$ cat config.mk
export PLATFORM = sky130hd
export DESIGN_NAME = traffic_light_fsm
export DESIGN_NICKNAME = d
export VERILOG_FILES = /design/src/rtl/traffic_light_fsm.sv
export SDC_FILE = /design/constraint.sdc
export NUM_CORES = 1
export LEC_CHECK = 0
export CAP_MARGIN = 20
export CORE_MARGIN = 3
export CORE_UTILIZATION = 30
export CTS_CLUSTER_SIZE = 12
export DETAILED_ROUTE_END_ITERATION = 7
export HOLD_SLACK_MARGIN = 0.06
export PLACE_DENSITY_LB_ADDON = 0.2
export SYNTH_ARGS = -nofsm -noshare
export SYNTH_HDL_FRONTEND = slang
export SYNTH_SLANG_ARGS = --single-unit
$ cat constraint.sdc
create_clock -name clk -period 1.89 [get_ports clk]
set_clock_uncertainty 0.1 [all_clocks]
set_input_delay 0.2835 -clock clk [delete_from_list [all_inputs] [get_ports clk]]
set_output_delay 0.2835 -clock clk [all_outputs]
set_load 0.01 [all_outputs]
$ cat src/rtl/traffic_light_fsm.sv
// Two-road intersection controller: NS main road rests on green, EW side road and
// pedestrian walk are served on request with timed yellow and all-red clearances.
module traffic_light_fsm #(
    parameter int NS_GREEN_CYC = 8,
    parameter int EW_GREEN_CYC = 5,
    parameter int YELLOW_CYC   = 2,
    parameter int ALLRED_CYC   = 1,
    parameter int WALK_CYC     = 4,
    parameter int CNT_W        = 8
) (
    input  logic       clk,
    input  logic       rst,
    input  logic       ped_req,
    input  logic       ew_car,
    output logic [2:0] ns_light,
    output logic [2:0] ew_light,
    output logic       walk,
    output logic       ped_pending,
    output logic [2:0] phase
);

    typedef enum logic [2:0] {
        NS_GREEN  = 3'd0,
        NS_YELLOW = 3'd1,
        CLEAR_A   = 3'd2,
        EW_GREEN  = 3'd3,
        EW_YELLOW = 3'd4,
        CLEAR_B   = 3'd5,
        PED_WALK  = 3'd6,
        PED_CLEAR = 3'd7
    } state_t;

    localparam logic [2:0] LAMP_RED    = 3'b100;
    localparam logic [2:0] LAMP_YELLOW = 3'b010;
    localparam logic [2:0] LAMP_GREEN  = 3'b001;

    // Final timer value of each phase (dwell - 1).
    localparam logic [CNT_W-1:0] NS_GREEN_LAST = CNT_W'(NS_GREEN_CYC - 1);
    localparam logic [CNT_W-1:0] EW_GREEN_LAST = CNT_W'(EW_GREEN_CYC - 1);
    localparam logic [CNT_W-1:0] YELLOW_LAST   = CNT_W'(YELLOW_CYC - 1);
    localparam logic [CNT_W-1:0] ALLRED_LAST   = CNT_W'(ALLRED_CYC - 1);
    localparam logic [CNT_W-1:0] WALK_LAST     = CNT_W'(WALK_CYC - 1);

    state_t           state;
    state_t           state_next;
    logic [CNT_W-1:0] timer;
    logic [CNT_W-1:0] timer_next;
    logic [CNT_W-1:0] dwell_last;
    logic             done;
    logic             ew_pending;
    logic             ew_pending_next;
    logic             ped_pending_next;
    logic [2:0]       ns_light_next;
    logic [2:0]       ew_light_next;
    logic             walk_next;

    assign phase = state;

    always_comb begin
        dwell_last = ALLRED_LAST;
        case (state)
            NS_GREEN:             dwell_last = NS_GREEN_LAST;
            NS_YELLOW, EW_YELLOW: dwell_last = YELLOW_LAST;
            EW_GREEN:             dwell_last = EW_GREEN_LAST;
            PED_WALK:             dwell_last = WALK_LAST;
            default:              dwell_last = ALLRED_LAST;
        endcase
    end

    assign done = (timer == dwell_last);

    always_comb begin
        state_next = state;
        case (state)
            NS_GREEN:  if (done && (ew_pending || ped_pending)) state_next = NS_YELLOW;
            NS_YELLOW: if (done) state_next = CLEAR_A;
            CLEAR_A:   if (done) state_next = ew_pending ? EW_GREEN : PED_WALK;
            EW_GREEN:  if (done) state_next = EW_YELLOW;
            EW_YELLOW: if (done) state_next = CLEAR_B;
            CLEAR_B:   if (done) state_next = ped_pending ? PED_WALK : NS_GREEN;
            PED_WALK:  if (done) state_next = PED_CLEAR;
            PED_CLEAR: if (done) state_next = NS_GREEN;
            default:   state_next = NS_GREEN;
        endcase
    end

    // Timer restarts on every phase change and holds at the last value (NS green rest).
    always_comb begin
        timer_next = timer;
        if (state_next != state) begin
            timer_next = '0;
        end else if (!done) begin
            timer_next = timer + 1'b1;
        end
    end

    // Requests arriving while being served are dropped; entering service clears the flag.
    always_comb begin
        ped_pending_next = ped_pending | (ped_req && (state != PED_WALK));
        ew_pending_next  = ew_pending | (ew_car && (state != EW_GREEN));
        if (state_next == PED_WALK && state != PED_WALK) begin
            ped_pending_next = 1'b0;
        end
        if (state_next == EW_GREEN && state != EW_GREEN) begin
            ew_pending_next = 1'b0;
        end
    end

    // Lamps decode the next state so the registered lamps line up with phase.
    always_comb begin
        ns_light_next = LAMP_RED;
        ew_light_next = LAMP_RED;
        walk_next     = 1'b0;
        case (state_next)
            NS_GREEN:  ns_light_next = LAMP_GREEN;
            NS_YELLOW: ns_light_next = LAMP_YELLOW;
            EW_GREEN:  ew_light_next = LAMP_GREEN;
            EW_YELLOW: ew_light_next = LAMP_YELLOW;
            PED_WALK:  walk_next     = 1'b1;
            default: begin
                ns_light_next = LAMP_RED;
                ew_light_next = LAMP_RED;
            end
        endcase
    end

    always_ff @(posedge clk) begin
        if (rst) begin
            state       <= NS_GREEN;
            timer       <= '0;
            ns_light    <= LAMP_GREEN;
            ew_light    <= LAMP_RED;
            walk        <= 1'b0;
            ped_pending <= 1'b0;
            ew_pending  <= 1'b0;
        end else begin
            state       <= state_next;
            timer       <= timer_next;
            ns_light    <= ns_light_next;
            ew_light    <= ew_light_next;
            walk        <= walk_next;
            ped_pending <= ped_pending_next;
            ew_pending  <= ew_pending_next;
        end
    end

endmodule
==> impl_metrics.tcl <==
set metrics [dict create \
    swShare 0.2697 \
    violations "negative setup slack" \
    ant_nets 0 \
    root_buffer "clkbuf_4" \
    clockBufferDepth 2 \
    rrSetupSlack_ns -0.15 \
    wl_per_cell_um 13.92 \
    grt_pass1_vias 1060 \
    drive_gt1_frac 0.3926 \
    path_cells "mux2i_2 > xor2_2 > or2_4 > o41a_1 > buf_4 > a31o_1" \
    pwr-share-clk 0.300 \
    p_leak_uw 0.0006617 \
    synth-seq-area-share 0.3842 \
    final_common_cell "buf_4" \
    max_freq_ghz 0.4913 \
    switchingPower_uw 228.3 \
    setup_ws_ns -0.1455 \
    worstPathMaxFanout 8 \
    internal_power_uw 618.2 \
    cp-endpoint "ns_light[0]$_SDFF_PP1_" \
    slew_headroom 0.7823 \
    critPathArrivalTime_ns 2.15 \
    r2r_start "phase[2]$_SDFF_PP0_" \
    via_per_inst 4.908 \
    clkSinkCount 20 \
    postSynthCellCount 115 \
    rr_endpoint "ns_light[0]$_SDFF_PP1_" \
    avgSynthCellArea_um2 9.063 \
    core_region_area_um2 3178 \
    peakVddDrop_mv 0.3183 \
    die_area_um2 4217 \
    p_per_area_nw_per_um2 518.4 \
    worstSetupEndpointType "flip-flop" \
    io_buffers 14 \
    post-route-period-util 1.077 \
    initial_utilization 0.3280 \
    post-route-drc-count 0 \
    placed_cells 193 \
    critPathTopFamily "compound AO/OA/AOI/OAI gates" \
    setup_violations 15 \
    ioPinCount 15 \
    drt_pass1_iterations 5 \
    crit_start "phase[2]$_SDFF_PP0_" \
    wirelength_mm 2.882 \
    grt_pass1_wl_mm 4.774 \
    holdPathStages 2 \
    dpl.hpwl_mm 1.994 \
    reg2regPathDepth 6 \
    cp_slowest_cell "dfxtp_2" \
    htreeDepth 1 \
    slowest_delay_ns 0.40 \
    rows 20 \
    diodes 0 \
    hold_path_class "reg -> reg" \
    place_congestion 0.8693 \
    syn_nets 120 \
    initialDrtViolationCount 91 \
    antenna_found_initial 0 \
    nets 169 \
    p_seq_frac 0.527 \
    period_needed_ns 2.035 \
    drv_cap 0 \
    hold_violations 0 \
    status "finished with violations" \
    syn_area_um2 1042 \
    post-route-cell-area_um2 1633 \
    synthToLayoutAreaGrowth_pct 56.66 \
    maxSlewViolCount 0 \
    async_reset_ff_frac 0 \
    worst_slew_pin_slew_ns 0.3241 \
    power_frac_comb 0.173 \
    start_kind "flip-flop" \
    synth_cell_types 43 \
    synth-main-ff-cell "dfxtp_1" \
    layout.cells.most_common_list "34 x buf_4, 17 x dfxtp_1, 13 x clkdlybuf4s50_1, 12 x nor2_1, 8 x nand3_1" \
    clkLatencyLatePin_ns 0.30 \
    crit_buf_inv 1 \
    path_clk_slew_ns 0.12 \
    grt.total_usage 0.1443 \
    place_ws_ns -0.1539 \
    cts_tree "done" \
    die_width_um 64.94 \
    via_count 1016 \
    grt_max_degree 12 \
    worstPathRequired_ns 2.00 \
    synth-seq-cells 20 \
    rsz0062_at_grt "yes" \
    cp.depth 6 \
    placed_cell_area_um2 1408 \
    fin_total_pwr_uw 846.5 \
    hold_ws_ns 0.4370 \
    cts_buffers 3 \
    final_cells 207 \
    yosysWarnings 0 \
    die_y_um 64.94 \
    synth_edf_count 0 \
    overflow 0 \
    path_class "reg -> reg" \
]
[worst register-to-register path, stage by stage (launching register included)]
cell and delay, ns:
dfxtp_2 0.40, mux2i_2 0.28, xor2_2 0.14, or2_4 0.31, o41a_1 0.40, buf_4 0.17, a31o_1 0.16
[logic make-up (layout without fill, tap and decap cells)]
kind of cell               after synthesis  count (layout)  share of synthesized area
muxes                                    3               3                    0.02881
and+or+nand+nor                         47              47                     0.2449
adders and majority gates                2               2                    0.02281
AOI/OAI and AO/OA                       22              22                     0.1861
xor gates and xnor gates                 9               9                    0.07563
DFF                                     20              20                     0.3841
buffers and inverters                   12              60                    0.05763
[repair_timing]
item / 4_1_cts / 5_1_grt
buffers inserted: 5 / 5
resized for setup: 14 / 9
hold buffers: 0 / 0
endpoints found under the setup margin: 16 / 18
pin swaps: 4 / 4
[layer usage]
metal | share of wire | GRT usage | vias up
met3 | 0.058 | 0.02946 | 4
met2 | 0.50 | 0.2439 | 30
met5 | 0 | 0 | -
met4 | 0.012 | 0.05541 | 0
li1 | - | - | 504
met1 | 0.43 | 0.1785 | 478
[flip-flops by register name, summed over array words and instances, names as in the netlist]
name and count:
phase 3, ew_light 3, ns_light 3, ew_pending 1, timer 8, ped_pending 1
walk 1
[per-stage QoR]
step	TNS (ns)	util
floorplan	0	-
global placement	-0.6649	0.4429
detailed placement	-1.787	0.4429
CTS	-0.1414	0.4866
global route	-2.139	0.5138
finish	-0.8614	0.5138
[cell usage after synthesis, types with 3 or more instances]
cell type  number  area (um2)
nor2_1         12       45.04
and3_1          4       25.02
nand3_1         8       40.04
inv_1           3       11.26
nand2_1         5       18.77
xor2_1          8       70.07
nor2b_1         4       25.02
mux2i_1         3       30.03
nor3_1          5       25.02
dfxtp_1        20       400.4
a21oi_1         4       20.02
buf_2           3       15.01
[power groups by stage]
stage          clock network [uW]  registers (uW)  logic, uW
2_1_floorplan                   0             451       76.9
3_3_place_gp                    0             456        114
3_5_place_dp                    0             456        117
4_1_cts                       261             444        131
5_1_grt                       286             448        158
6_report                      254             446        146
[layout make-up]
type | count | area [um2]
flip-flops and latches | 20 | 409.1
inverters | 5 | 18.77
repair buffers | 51 | 431.7
well taps | 44 | 55.05
clock buffers | 4 | 36.28
multi-input cells | 83 | 681.9
fillers | 300 | 1545
[worst min path at each step]
stage | startpoint | endpoint | slack, ns
detailed placement | timer[7]$_SDFFE_PP0N_ | timer[7]$_SDFFE_PP0N_ | 0.41
global route | ew_car | ew_pending$_SDFF_PP0_ | 0.50
global placement | timer[7]$_SDFFE_PP0N_ | timer[7]$_SDFFE_PP0N_ | 0.40
CTS | timer[7]$_SDFFE_PP0N_ | timer[7]$_SDFFE_PP0N_ | 0.44
finish | timer[7]$_SDFFE_PP0N_ | timer[7]$_SDFFE_PP0N_ | 0.44
floorplan | rst | ew_light[0]$_SDFF_PP0_ | 0.26
No activity file was read; power rests on OpenSTA's default activity.
